--- config.mk ---
export PLATFORM = sky130hd
export DESIGN_NAME = vga_sync_gen
export DESIGN_NICKNAME = d
export VERILOG_FILES = /design/src/rtl/vga_sync_gen.sv
export SDC_FILE = /design/constraint.sdc
export NUM_CORES = 1
export LEC_CHECK = 0
export BUFFER_PORTS_ARGS = -buffer_cell sky130_fd_sc_hd__buf_2
export CAP_MARGIN = 20
export CORE_MARGIN = 2
export CORE_UTILIZATION = 40
export DETAILED_ROUTE_END_ITERATION = 10
export PLACE_DENSITY_LB_ADDON = 0.1
export SLEW_MARGIN = 20
export SYNTH_ARGS = -nofsm -noshare
export SYNTH_HDL_FRONTEND = slang
export SYNTH_SLANG_ARGS = --single-unit
--- constraint.sdc ---
create_clock -name clk -period 2.5 [get_ports clk]
set_input_delay 0.25 -clock clk [delete_from_list [all_inputs] [get_ports clk]]
set_output_delay 0.25 -clock clk [all_outputs]
set_load 0.005 [all_outputs]
--- src/rtl/vga_sync_gen.sv ---
`default_nettype none
// ============================================================================
//  Module   : vga_sync_gen
//  Purpose  : 640x480@60 Hz VGA raster timing source. Divides the system
//             clock down to the pixel rate, walks the horizontal and vertical
//             raster counters, and produces registered sync, visible-area,
//             pixel-enable, frame-strobe and frame-count outputs.
//  Ports    : clk        - system clock (100 MHz)
//             rst        - asynchronous reset, active low
//             hSync      - horizontal sync, active low
//             vSync      - vertical sync, active low
//             bright     - raster position is inside the visible window
//             hCount     - horizontal pixel position
//             vCount     - line position
//             pix_en     - one-clk pulse per pixel period
//             frame_tick - one-clk pulse at the start of each frame
//             frame_cnt  - completed frames, modulo 256
//  Revision : 1.0 - initial release
// ============================================================================
module vga_sync_gen #(
    parameter int CLK_DIV = 4,
    parameter int H_SYNC  = 96,
    parameter int H_BP    = 48,
    parameter int H_VIS   = 640,
    parameter int H_FP    = 16,
    parameter int V_SYNC  = 2,
    parameter int V_BP    = 33,
    parameter int V_VIS   = 480,
    parameter int V_FP    = 10
) (
    input  logic       clk,
    input  logic       rst,
    output logic       hSync,
    output logic       vSync,
    output logic       bright,
    output logic [9:0] hCount,
    output logic [9:0] vCount,
    output logic       pix_en,
    output logic       frame_tick,
    output logic [7:0] frame_cnt
);

    localparam int DIV_W = (CLK_DIV > 1) ? $clog2(CLK_DIV) : 1;

    localparam logic [DIV_W-1:0] c_DIV_LAST = DIV_W'(CLK_DIV - 1);

    localparam logic [9:0] c_H_LAST      = 10'(H_SYNC + H_BP + H_VIS + H_FP - 1);
    localparam logic [9:0] c_V_LAST      = 10'(V_SYNC + V_BP + V_VIS + V_FP - 1);
    localparam logic [9:0] c_H_SYNC_END  = 10'(H_SYNC);
    localparam logic [9:0] c_V_SYNC_END  = 10'(V_SYNC);
    // Visible window bounds; the *_END values are exclusive.
    localparam logic [9:0] c_H_VIS_START = 10'(H_SYNC + H_BP);
    localparam logic [9:0] c_H_VIS_END   = 10'(H_SYNC + H_BP + H_VIS);
    localparam logic [9:0] c_V_VIS_START = 10'(V_SYNC + V_BP);
    localparam logic [9:0] c_V_VIS_END   = 10'(V_SYNC + V_BP + V_VIS);

    logic [DIV_W-1:0] r_div;

    logic [DIV_W-1:0] w_div_nxt;
    logic             w_adv;
    logic             w_h_end;
    logic             w_v_end;
    logic             w_frame_wrap;
    logic [9:0]       w_h_nxt;
    logic [9:0]       w_v_nxt;
    logic             w_h_vis;
    logic             w_v_vis;

    // The raster advances on the edge that closes the last divider phase,
    // which is the same cycle in which pix_en is presented high.
    assign w_adv        = (r_div == c_DIV_LAST);
    assign w_div_nxt    = w_adv ? '0 : r_div + 1'b1;
    assign w_h_end      = (hCount == c_H_LAST);
    assign w_v_end      = (vCount == c_V_LAST);
    assign w_frame_wrap = w_adv && w_h_end && w_v_end;

    always_comb begin
        w_h_nxt = hCount;
        w_v_nxt = vCount;
        if (w_adv) begin
            w_h_nxt = w_h_end ? 10'd0 : hCount + 10'd1;
            if (w_h_end) begin
                w_v_nxt = w_v_end ? 10'd0 : vCount + 10'd1;
            end
        end
    end

    // Decode from the next-state counts so the registered sync and bright
    // outputs line up with the counts they describe.
    assign w_h_vis = (w_h_nxt >= c_H_VIS_START) && (w_h_nxt < c_H_VIS_END);
    assign w_v_vis = (w_v_nxt >= c_V_VIS_START) && (w_v_nxt < c_V_VIS_END);

    always_ff @(posedge clk or negedge rst) begin
        if (!rst) begin
            r_div      <= '0;
            pix_en     <= 1'b0;
            hCount     <= 10'd0;
            vCount     <= 10'd0;
            hSync      <= 1'b0;
            vSync      <= 1'b0;
            bright     <= 1'b0;
            frame_tick <= 1'b0;
            frame_cnt  <= 8'd0;
        end else begin
            r_div      <= w_div_nxt;
            pix_en     <= (w_div_nxt == c_DIV_LAST);
            hCount     <= w_h_nxt;
            vCount     <= w_v_nxt;
            hSync      <= (w_h_nxt >= c_H_SYNC_END);
            vSync      <= (w_v_nxt >= c_V_SYNC_END);
            bright     <= w_h_vis && w_v_vis;
            frame_tick <= w_frame_wrap;
            if (w_frame_wrap) begin
                frame_cnt <= frame_cnt + 8'd1;
            end
        end
    end

endmodule
`default_nettype wire

# Yosys cells after proc, flatten, opt, wreduce, memory -nomap -nowiden
# Cells that the tools add are included.
# classes
n_lt_le_gt_ge,6
mux,6
n_addsub,4
eq_ne,4
n_reduce_logical,5
# op_table
operator,n
two-way mux 10 bit,5
adder 10 x 1 -> 10 bit (second input constant),2
== test 10 bit (second input constant),2
< comparator 10 bit (second input constant),2
>= comparator 10 x 2 -> 1 bit (second input constant),1
>= comparator 10 x 6 -> 1 bit (second input constant),1
>= comparator 10 x 7 -> 1 bit (second input constant),1
>= comparator 10 x 8 -> 1 bit (second input constant),1
adder 8 x 1 -> 8 bit (second input constant),1
logical AND 1 bit,5
== test 2 bit (second input constant),2
adder 2 x 1 -> 2 bit (second input constant),1
two-way mux 2 bit,1
# totals
ff_bits,35
wordCells,34
out_inout_bits,33
in_bits,2

# Logic depth before layout (Yosys ltp)
# Gate-level depths: netlist of the first run.
# logic_depth
ltp_word,7
mapped_depth,10
ltp_nobuf,9

# Worst setup path before layout of the first run
# OpenSTA, ideal clock, no wires.
# synth_path
path_kind,flip-flop to flip-flop
start,register hCount[1]
end,register bright
path_slack_ns,0.251
n_path_buf,0
t_required_ns,2.413
t_arrival_ns,2.162
setup_ns,0.087
stages_incl_launch_ff,9
path_cell_list,dfrtp_1 > ha_1 > nor2b_1 > and2_1 > nand3_2 > or3_1 > a21oi_2 > nand4b_1 > a211oi_2
# synth_via
elab_chain_cells,6
# synth_rtl
item,line,rtl
start: declaration,36,"output logic [9:0] hCount,"
start signal: assignment,107,hCount <= w_h_nxt;
== test 10 bit (*),73,assign w_h_end = (hCount == c_H_LAST);
two-way mux 10 bit (*),82,if (w_h_end) begin
two-way mux 10 bit (*),80,if (w_adv) begin
net w_v_nxt[9],65,logic [9:0] w_v_nxt;
>= comparator 10 x 6 -> 1 bit or < comparator 10 bit (tied branches),91,assign w_v_vis = (w_v_nxt >= c_V_VIS_START) && (w_v_nxt < c_V_VIS_END);
logical AND 1 bit (*),91,
logical AND 1 bit (*),111,bright <= w_h_vis && w_v_vis;
end signal: assignment,111,
end: declaration,35,"output logic bright,"
# Mark *: on every way through the listed nets, which the timed path passes. The rest lies on a longest branch.
# A chain may end at the register's enable or synchronous reset.

# Final worst setup path of the first run
# layout_path
start,register vCount[6]
end,register bright
# layout_via
elab_chain_cells,7
# layout_rtl
item,line,rtl
start: declaration,37,"output logic [9:0] vCount,"
start signal: assignment,108,vCount <= w_v_nxt;
adder 10 x 1 -> 10 bit or == test 10 bit (tied branches),"83, 74",
two-way mux 10 bit,83,w_v_nxt = w_v_end ? 10'd0 : vCount + 10'd1;
two-way mux 10 bit,82,
two-way mux 10 bit (*),80,
>= comparator 10 x 6 -> 1 bit or < comparator 10 bit (tied branches),91,
logical AND 1 bit (*),91,
logical AND 1 bit (*),111,
# Mark *: on every way between the ends. The rest lies on a longest branch, timed or not.

==> metrics.md, run 1 <==
| Metric | Value |
|---|---|
| Status | `finished clean` |
| Worst-path maximum fanout | `4` |
| Worst r2r path cells | `7` |
| Hold Path Class | `input port to async pin` |
| Cells along the critical path | `or4b_4 > or4_4 > nand4_2 > o31ai_2 > nor4_2 > nand4b_1 > a211oi_2` |
| Vias per cell | `5.44` |
| Area added between synthesis and finish | `23.0%` |
| Hold_buf cts | `0` |
| # DRC | `0` |
| Wire length per cell | `14.0 um` |
| Later-pin clock latency in the skew report | `280 ps` |
| CP Depth | `7` |
| Hold WS | `33.4 ps` |
| Yosys cell types | `46` |
| GRT Total Usage | `0.159` |
| Detailed Place HPWL | `2770 um` |
| Initial antenna violation count | `0` |
| PwrDens | `503 nW/um^2` |
| CP endpoint | `bright` |
| Path type of the worst setup path | `flip-flop to flip-flop` |
| Routability cong. | `0.850` |
| Starting DRT DRC Count | `55` |
| Slew headroom | `0.491` |
| Worst Path Buf+Inv | `0` |
| Syn_nets | `173` |
| Crit-path slowest cell | `or4b_4` |
| DRT antenna net count | `0` |
| # port buffers | `34` |
| Worst path required time | `2700 ps` |
| Commonest non-fill, non-tap cell in the layout | `dfrtp_1` |
| Starting Density | `0.411` |
| H-tree levels | `2` |
| Die height | `70.7 um` |
| DR pass1 iterations | `4` |
| R2r endpoint | `bright` |
| TritonCTS clock tree | `yes` |
| Complex-gate fraction of the synthesized area | `0.115` |
| Row cnt | `24` |
| Grt ovf | `0` |
| #FFs+latches synth | `35` |
| Number of global-route vias before repair | `1,386` |
| Critical Path Start | `vCount[6]` |
| Final period utilization | `0.934` |
| I/O Pins | `35` |
| Die W | `70.7 um` |
| Final nets | `219` |
| Warnings from Yosys | `0` |
| Largest family of logic cells by synthesized area | `simple AND/OR/NAND/NOR gates` |
| Least-Margin Pin Slew | `763 ps` |
| Layout Skew | `5.40 ps` |
| Mux share of post-synthesis cell area | `0.00633` |
| Total number of vias | `1,435` |
| Reg2reg setup slack | `160 ps` |
| Post-synthesis cell area | `1780 sq um` |
| Final worst path period need | `2340 ps` |
| Largest net degree at the start of global routing | `36` |
| Worst vdd ir | `0.335 mV` |
| Post-synthesis xor/xnor area fraction | `0.0689` |
| Final setup fails | `0` |
| CTS clock-pin slew for the worst setup and hold paths | `70 ps` |
| LEAKAGE | `1.17 nW` |
| Worst Setup Start Kind | `flip-flop` |
| Number of buffers created by CTS | `5` |
| Average cell area after synthesis | `10.8 sq um` |
| Pins Over Slew Limit | `0` |
| Clock Path Buffers | `2` |
| CP peak stage delay | `570 ps` |
| Final Hold Violating Endpoints | `0` |
| Nature of the critical path endpoint | `flip-flop` |
| Asr flop ratio synth | `1.00` |
| Routed WL | `3700 um` |
| Max cap viols | `0` |
| Cell count after synthesis | `165` |
| FF-to-FF Start | `vCount[6]` |
| Post-Synth Simple-Gate Area | `0.245` |
| Total die area | `5000 sq um` |
| Critical path's top delay family | `simple AND/OR/NAND/NOR gates` |
| RSZ-0062 raised after global routing | `no` |
| Core area | `4320 sq um` |
| Post-Route Setup TNS | `0 ps` |
| Root Driver | `clkbuf_8` |
| Critical Path AT | `2540 ps` |
| Clk sinks | `35` |
| Most frequent cells in the layout | `dfrtp_1, buf_2, nand2_1, o21ai_0, nand3_1` |
| Share of cells above drive strength 1 | `0.316` |
| EDFF count, synth | `0` |
| Seq/Total Area, Yosys | `0.492` |
| ANT cells | `0` |
| Global-route wire length before repair | `6310 um` |
| Max Clk Rate | `428 MHz` |
| Synth Area in Adders | `0.0422` |
| Most used DFF post-synth | `dfrtp_1` |
==> worst min path at each step <==
stage,cells past startpoint,slack [ps],start,endpoint
2_1_floorplan,0,-50,rst,bright
3_3_place_gp,1,360,rst,frame_cnt[2]
3_5_place_dp,1,370,rst,frame_cnt[0]
4_1_cts,1,60,rst,frame_cnt[0]
5_1_grt,1,90,rst,frame_cnt[2]
6_report,1,30,rst,frame_cnt[0]
==> where the power goes <==
group	total (mW)	leakage, nW	switching (mW)	internal, mW
registers	0.566	0.475	0	0.566
clock network	0.524	0.0612	0.201	0.323
logic	0.0109	0.636	0.0104	0.000563
==> repair_timing <==
action	CTS	global route
endpoints found under the setup margin	0	1
buffers inserted	0	0
gates resized for setup	0	3
==> synthesized netlist by cell type, types with 4 or more instances <==
cell / instances / share of area
dfrtp_1: 35 / 0.49
nand2_1: 16 / 0.034
nand3_1: 13 / 0.037
o21ai_0: 13 / 0.037
inv_1: 10 / 0.021
xnor2_1: 8 / 0.039
ha_1: 6 / 0.042
xor2_1: 6 / 0.030
and3_1: 5 / 0.018
nand4_1: 5 / 0.018
nor2_1: 4 / 0.0084
nor3_1: 4 / 0.011
==> cell families after synthesis <==
family          Yosys count
compound gates           29
xor+xnor                 14
fa+ha+maj                 6
buf+inv                  13
flops                    35
mux                       1
simple gates             67
==> worst register-to-register path, cell delays in order, from the launching register on <==
cell and delay (ps):
dfrtp_1 420, or4b_4 570, or4_4 540, nand4_2 130, o31ai_2 80, nor4_2 140, nand4b_1 150, a211oi_2 220
==> final cells by class <==
type	count	area (sq um)
sequential	35	876
clock buffer	6	82.6
inverter	10	37.5
clock inverter	2	35.0
tap	52	65.1
timing repair buffer	42	230
fill	421	2140
multi-input combinational	117	862
==> routing by layer <==
metal | vias up | track usage | share of wire
li1 | 689 | - | -
met1 | 699 | 0.198 | 0.44
met2 | 38 | 0.253 | 0.49
met3 | 9 | 0.0484 | 0.053
met4 | 0 | 0.0755 | 0.024
met5 | - | 0 | 0
==> sequential cells by signal, indices dropped and copies added, names as in the netlist <==
signal	count
bright	1
frame_cnt	8
frame_tick	1
hCount	10
hSync	1
pix_en	1
r_div	2
vCount	10
vSync	1
==> stage by stage <==
step / total power [mW] / worst slack [ps] / utilization / cells / area (sq um)
CTS: 1.12 / 122 / 0.503 / 264 / 2180
floorplan: 0.577 / 251 / - / 165 / 1780
finish: 1.10 / 164 / 0.506 / 264 / 2190
detailed placement: 0.589 / 163 / 0.476 / 256 / 2060
global route: 1.15 / 46.3 / 0.506 / 264 / 2190
global placement: 0.588 / 179 / 0.476 / 256 / 2060
Note: power is estimated with default switching activity, not from simulation.
==> run 2, diff against run 1 <==
- ABC_AREA: default -> 1
==> run 2 against run 1 <==
Against the previous run: critical path depth grew 5; setup slack better by 240 ps; sequential share of layout area decreased by 4.7 points; die area increased by 17%; via count up 30%; non-clock buffer count down 5; flip-flop and latch count did not move; critical endpoint unchanged; largest cell class is now multi-input gates; highest routed layer unchanged.
==> metrics.md, run 2 <==
| Metric | Value |
|---|---|
| Status | `finished clean` |
| Worst vdd ir | `0.213 mV` |
| Net Sw Frac | `0.200` |
| Final nets | `330` |
| CP endpoint | `bright` |
| DRT antenna net count | `0` |
| Starting DRT DRC Count | `132` |
| Comb power frac | `0.010` |
| Final core occ | `0.488` |
| Initial antenna violation count | `0` |
| Routability cong. | `0.908` |
| Reg2reg setup slack | `400 ps` |
| Detailed Place HPWL | `3640 um` |
| Cell with the most instances after synthesis | `nand2_1` |
| Yosys cell types | `28` |
| Die height | `76.5 um` |
| Average cell area after synthesis | `7.46 sq um` |
| Warnings from Yosys | `0` |
| Final Hold Violating Endpoints | `0` |
| Final setup fails | `0` |
| Worst r2r path cells | `12` |
| H-tree levels | `2` |
| Path type of the worst setup path | `flip-flop to flip-flop` |
| Final instance area | `2480 sq um` |
| Sequential power share | `0.509` |
| Hold Path Class | `input port to async pin` |
| Routed wl met2 | `2120 um` |
| Hold_buf cts | `0` |
| Asr flop ratio synth | `1.00` |
| Worst Setup Start Kind | `flip-flop` |
| Grt ovf | `0` |
| Pins Over Slew Limit | `0` |
| Largest net degree at the start of global routing | `36` |
| Post-Route Setup TNS | `0 ps` |
| Vias per cell | `4.75` |
| Core area | `5070 sq um` |
| PwrDens | `448 nW/um^2` |
| # DRC | `0` |
| #FFs+latches synth | `35` |
| Commonest non-fill, non-tap cell in the layout | `nand2_1` |
| Cell taking the most area after synthesis | `dfrtp_1` |
| Total number of vias | `1,866` |
| Post-CTS resize count | `0` |
| Synth top cells by count | `nand2_1, inv_1, dfrtp_1` |
| Setup Buffers After CTS | `0` |
| Share of cells above drive strength 1 | `0.186` |
| Syn_nets | `290` |
| Row cnt | `26` |
| Slew headroom | `0.484` |
| Seq/Total Area, Yosys | `0.416` |
| FF-to-FF Start | `hCount[0]` |
| DP Worst Slack | `452 ps` |
| Worst-path maximum fanout | `10` |
| Max Clk Rate | `476 MHz` |
| Worst path required time | `2680 ps` |
| Clk sinks | `35` |
| Root Driver | `clkbuf_8` |
| Total die area | `5850 sq um` |
| Top cells by area, synth | `dfrtp_1, nand2_1, inv_1, nand3_1, nor2_1` |
| CTS clock-pin slew for the worst setup and hold paths | `70 ps` |
| Placed cell area | `2360 sq um` |
| Area added between synthesis and finish | `17.8%` |
| Final worst path period need | `2100 ps` |
| Wire length per cell | `12.1 um` |
| Die W | `76.5 um` |
| Layout Skew | `3.20 ps` |
| M1 wire length | `2330 um` |
| Starting Density | `0.414` |
| RSZ-0062 raised after global routing | `no` |
| Critical Path AT | `2280 ps` |
| Met3 Routed Length | `204 um` |
| R2r endpoint | `bright` |
| Least-Margin Pin Slew | `774 ps` |
| Number of global-route vias before repair | `1,787` |
| Number of buffers created by CTS | `5` |
| P_int | `889 uW` |
| Most frequent cells in the layout | `nand2_1, inv_1, dfrtp_1, buf_2, nor2_1` |
| Clock Path Buffers | `2` |
| Max cap viols | `0` |
| Yosys top cell area share | `0.416` |
| Final period utilization | `0.840` |
| I/O Pins | `35` |
| Clk pwr share | `0.481` |
| Later-pin clock latency in the skew report | `290 ps` |
| EDFF count, synth | `0` |
| LEAKAGE | `1.43 nW` |
| ANT cells | `0` |
| Global-route wire length before repair | `8380 um` |
| Uppermost layer routed | `met4` |
| GRT Total Usage | `0.181` |
| # port buffers | `34` |
| Sw power | `222 uW` |
| TritonCTS clock tree | `yes` |
| Final WS setup | `400 ps` |
| Regs by FF count | `hCount: 10 flops, vCount: 10 flops, frame_cnt: 8 flops` |
| Most used DFF post-synth | `dfrtp_1` |
| Critical Path Start | `hCount[0]` |
| Routed WL | `4740 um` |
| Cell count after synthesis | `282` |
| Nature of the critical path endpoint | `flip-flop` |
| Post-synthesis cell area | `2100 sq um` |
| DR pass1 iterations | `4` |
-- run 2: changes by cell type in the layout (fill, tap and decap cells not counted), moves of 3 or more --
cell     previous run  this run
buf_4               8         3
and3_1              5         0
xor2_1              6         9
nor2_1              4        33
inv_1              10        47
nor2_2              0         3
nand2_1            16        73
xnor2_1             8         2
nor2_4              0         3
nand4_1             5        10
nand3_1            13        25
-- run 2: power groups by stage --
stage	combinational, mW	clock, mW	sequential, mW
2_1_floorplan	0.000000708	0	0.577
3_3_place_gp	0.0124	0	0.577
3_5_place_dp	0.0122	0	0.577
4_1_cts	0.0122	0.550	0.566
5_1_grt	0.0140	0.577	0.565
6_report	0.0111	0.534	0.566
-- run 2: logic make-up after synthesis --
logic type | share of synthesized area
buf+inv | 0.101
compound gates | 0.0411
flops | 0.416
fa+ha+maj | 0.0357
xor+xnor | 0.0458
simple gates | 0.360
-- run 2: worst min-delay path by stage --
stage,to,startpoint,slack [ps],cells after the start
after global placement,hCount[3],rst,380,1
after detailed placement,hCount[4],rst,380,1
final,hCount[3],rst,40,1
after floorplan,bright,rst,-50,0
after CTS,vCount[5],rst,60,1
after global routing,hCount[6],rst,110,1
-- run 2: final cells by class --
cell class | count | area [sq um]
multi-input combinational | 193 | 1020
clock inverter | 2 | 35.0
tap | 70 | 87.6
fill | 526 | 2600
sequential | 35 | 876
clock buffer | 6 | 82.6
inverter | 50 | 188
timing repair buffer | 37 | 193
-- run 2: metrics by stage --
stage	std cells	power [mW]	hold WS, ps
2_1_floorplan	282	0.577	-45.6
3_3_place_gp	385	0.589	383
3_5_place_dp	385	0.589	375
4_1_cts	393	1.13	62.0
5_1_grt	393	1.16	108
6_report	393	1.11	35.8
-- run 2: routing by layer --
metal,vias to the layer above,track usage
li1,953,-
met2,42,0.285
met4,0,0.0727
met3,7,0.0367
met5,-,0
met1,864,0.243
-- run 2: worst max-delay path, stage by stage (launching register included) --
cell	delay (ps)
dfrtp_1	460
ha_1	250
nand2_1	90
nor2_2	150
nand4_4	240
nor2_4	250
nand3_2	90
nand3_2	110
nand2_1	50
nor2_1	160
nand2_1	70
nand2_1	60
nor2_1	40
==> run 3, diff against run 2 <==
- clock period: 2.5 -> 1.72 ns (I/O delays scaled with it)
==> run 3 against run 2 <==
Against the previous run: the run now ends with negative setup slack left; clock skew is essentially flat; largest cell class unchanged; cell area grew 30%; non-clock buffer count grew 76; global-route usage grew 1.2 points; sequential share of layout area shrank 8.1 points; highest routed layer unchanged; hold slack gained 330 ps; register-to-register slack lost 520 ps; wire length grew 17%; power grew 47%; sequential power grew 45%.
==> metrics.md, run 3 (synthesized netlist as in run 2, its figures left out) <==
| Metric | Value |
|---|---|
| Status | `finished, violations left` |
| Failing checks | `negative setup slack` |
| DRT antenna net count | `0` |
| Commonest non-fill, non-tap cell in the layout | `buf_4` |
| # DRC | `0` |
| R2r endpoint | `bright` |
| Final WS setup | `-123 ps` |
| Max cap viols | `0` |
| Finished Layout Cells | `469` |
| Area of the multi-input gates | `1140 sq um` |
| Final nets | `406` |
| Row cnt | `26` |
| Nature of the critical path endpoint | `flip-flop` |
| GRT Total Usage | `0.192` |
| Final period utilization | `1.07` |
| DR pass1 iterations | `4` |
| Total die area | `5850 sq um` |
| LEAKAGE | `1.82 nW` |
| Sequential power share | `0.503` |
| TritonCTS clock tree | `yes` |
| Clock Path Buffers | `2` |
| Die W | `76.5 um` |
| Max Clk Rate | `543 MHz` |
| Worst-path maximum fanout | `4` |
| Most frequent cells in the layout | `buf_4, nand2_1, inv_1, dfrtp_1, buf_2` |
| Sw power | `329 uW` |
| Die height | `76.5 um` |
| Worst vdd ir | `0.327 mV` |
| Area added between synthesis and finish | `52.7%` |
| Net Sw Frac | `0.201` |
| Share of cells above drive strength 1 | `0.411` |
| Final worst path period need | `1840 ps` |
| Worst r2r path cells | `13` |
| Total number of vias | `2,169` |
| I/O Pins | `35` |
| Worst Setup Start Kind | `flip-flop` |
| Path type of the worst setup path | `flip-flop to flip-flop` |
| Seq. cell area | `876 sq um` |
| Root Driver | `clkbuf_8` |
| Core area | `5070 sq um` |
| P_int | `1.31 mW` |
| Wire length per cell | `11.8 um` |
| Initial antenna violation count | `0` |
| Reg2reg setup slack | `-120 ps` |
| Clk sinks | `35` |
| Fill count | `466` |
| H-tree levels | `2` |
| Final setup fails | `6` |
| CTS clock-pin slew for the worst setup and hold paths | `80 ps` |
| Starting DRT DRC Count | `109` |
| Hold Path Class | `input port to async pin` |
| Clk pwr share | `0.483` |
| Comb power frac | `0.014` |
| Number of buffers created by CTS | `5` |
| Placed Cells | `448` |
| Slew headroom | `0.826` |
| Final Hold Violating Endpoints | `0` |
| Routed WL | `5560 um` |
| Worst path required time | `1900 ps` |
| Largest net degree at the start of global routing | `36` |
| Final core occ | `0.633` |
| Regs by FF count | `hCount: 10 flops, vCount: 10 flops, frame_cnt: 8 flops` |
| Vias per cell | `4.62` |
| Starting Density | `0.414` |
| Least-Margin Pin Slew | `259 ps` |
| Pins Over Slew Limit | `0` |
| Number of global-route vias before repair | `2,019` |
| PwrDens | `509 nW/um^2` |
| ANT cells | `0` |
| Grt ovf | `0` |
| FF-to-FF Start | `hCount[0]` |
| RSZ-0062 raised after global routing | `yes` |
| Critical Path AT | `2020 ps` |
| Detailed Place HPWL | `4190 um` |
| Layout Skew | `3.69 ps` |
| Later-pin clock latency in the skew report | `290 ps` |
| Routability cong. | `0.880` |
| Power, Total | `1.64 mW` |
| # port buffers | `34` |
| Global-route wire length before repair | `9020 um` |
run 3: cell count changes in the layout (fill, tap and decap cells not counted), moves of 3 or more:
| cell | delta |
|---|---|
| nand2_1 | -6 |
| nand3_1 | -7 |
| nand3_2 | +7 |
| ha_1 | -3 |
| nor2_2 | +5 |
| nor2_1 | -7 |
| o21ai_0 | -5 |
| buf_4 | +72 |
| nand2_2 | +5 |
| o21ai_1 | +4 |
| nor3_2 | +3 |
| nor3_1 | -3 |
run 3: worst max-delay path by stage:
stage / endpoint / start
finish: bright / hCount[0]
global route: frame_cnt[6] / vCount[1]
CTS: bright / hCount[1]
detailed placement: bright / r_div[0]
global placement: bright / vCount[1]
floorplan: bright / hCount[0]
run 3: power by group through the flow:
stage | combinational, mW | clock (mW) | sequential, mW
after floorplan | 0.000000704 | 0 | 0.839
after global placement | 0.0240 | 0 | 0.838
after detailed placement | 0.0237 | 0 | 0.838
after CTS | 0.0255 | 0.816 | 0.822
after global routing | 0.0280 | 0.849 | 0.822
final | 0.0236 | 0.789 | 0.822
run 3: area by class of cell:
| type | count | area share |
|---|---|---|
| inverter | 50 | 0.0584 |
| clock inverter | 2 | 0.0121 |
| clock buffer | 6 | 0.0257 |
| timing repair buffer | 113 | 0.247 |
| sequential | 35 | 0.273 |
| tap | 70 | 0.0273 |
| multi-input combinational | 193 | 0.356 |
run 3: layer usage:
metal / vias up / share of wire / GRT usage
li1: 1112 / - / -
met1: 1006 / 0.45 / 0.256
met2: 45 / 0.49 / 0.315
met3: 6 / 0.041 / 0.0332
met4: 0 / 0.013 / 0.0673
met5: - / 0 / 0
run 3: metrics by stage:
stage                     TNS [ps]  hold slack, ps  cell area [sq um]  setup WS [ps]
after floorplan              -80.4            -124               2120          -50.2
after global placement        -979             152               2860           -303
after detailed placement      -898             148               2860           -286
after CTS                     -556             373               3100           -157
after global routing         -1670             403               3210           -312
final                         -396             371               3210           -123
run 3: what timing repair did:
action	CTS	global route
hold endpoints to repair	35	0
pin swaps	13	24
resized for setup	10	27
buffers inserted	8	6
hold buffers	1	0
endpoints found under the setup margin	7	14
run 3: critical path, cell delays in order (launching register included):
cell	delay, ps
dfrtp_1	400
ha_4	190
nand2_4	70
nor2_4	120
nand4_1	200
buf_4	230
nor2_4	80
nor2_2	50
nor2_1	110
nor2_1	50
nand2_1	50
nor2_1	40
nor2_1	120
nor2_1	60
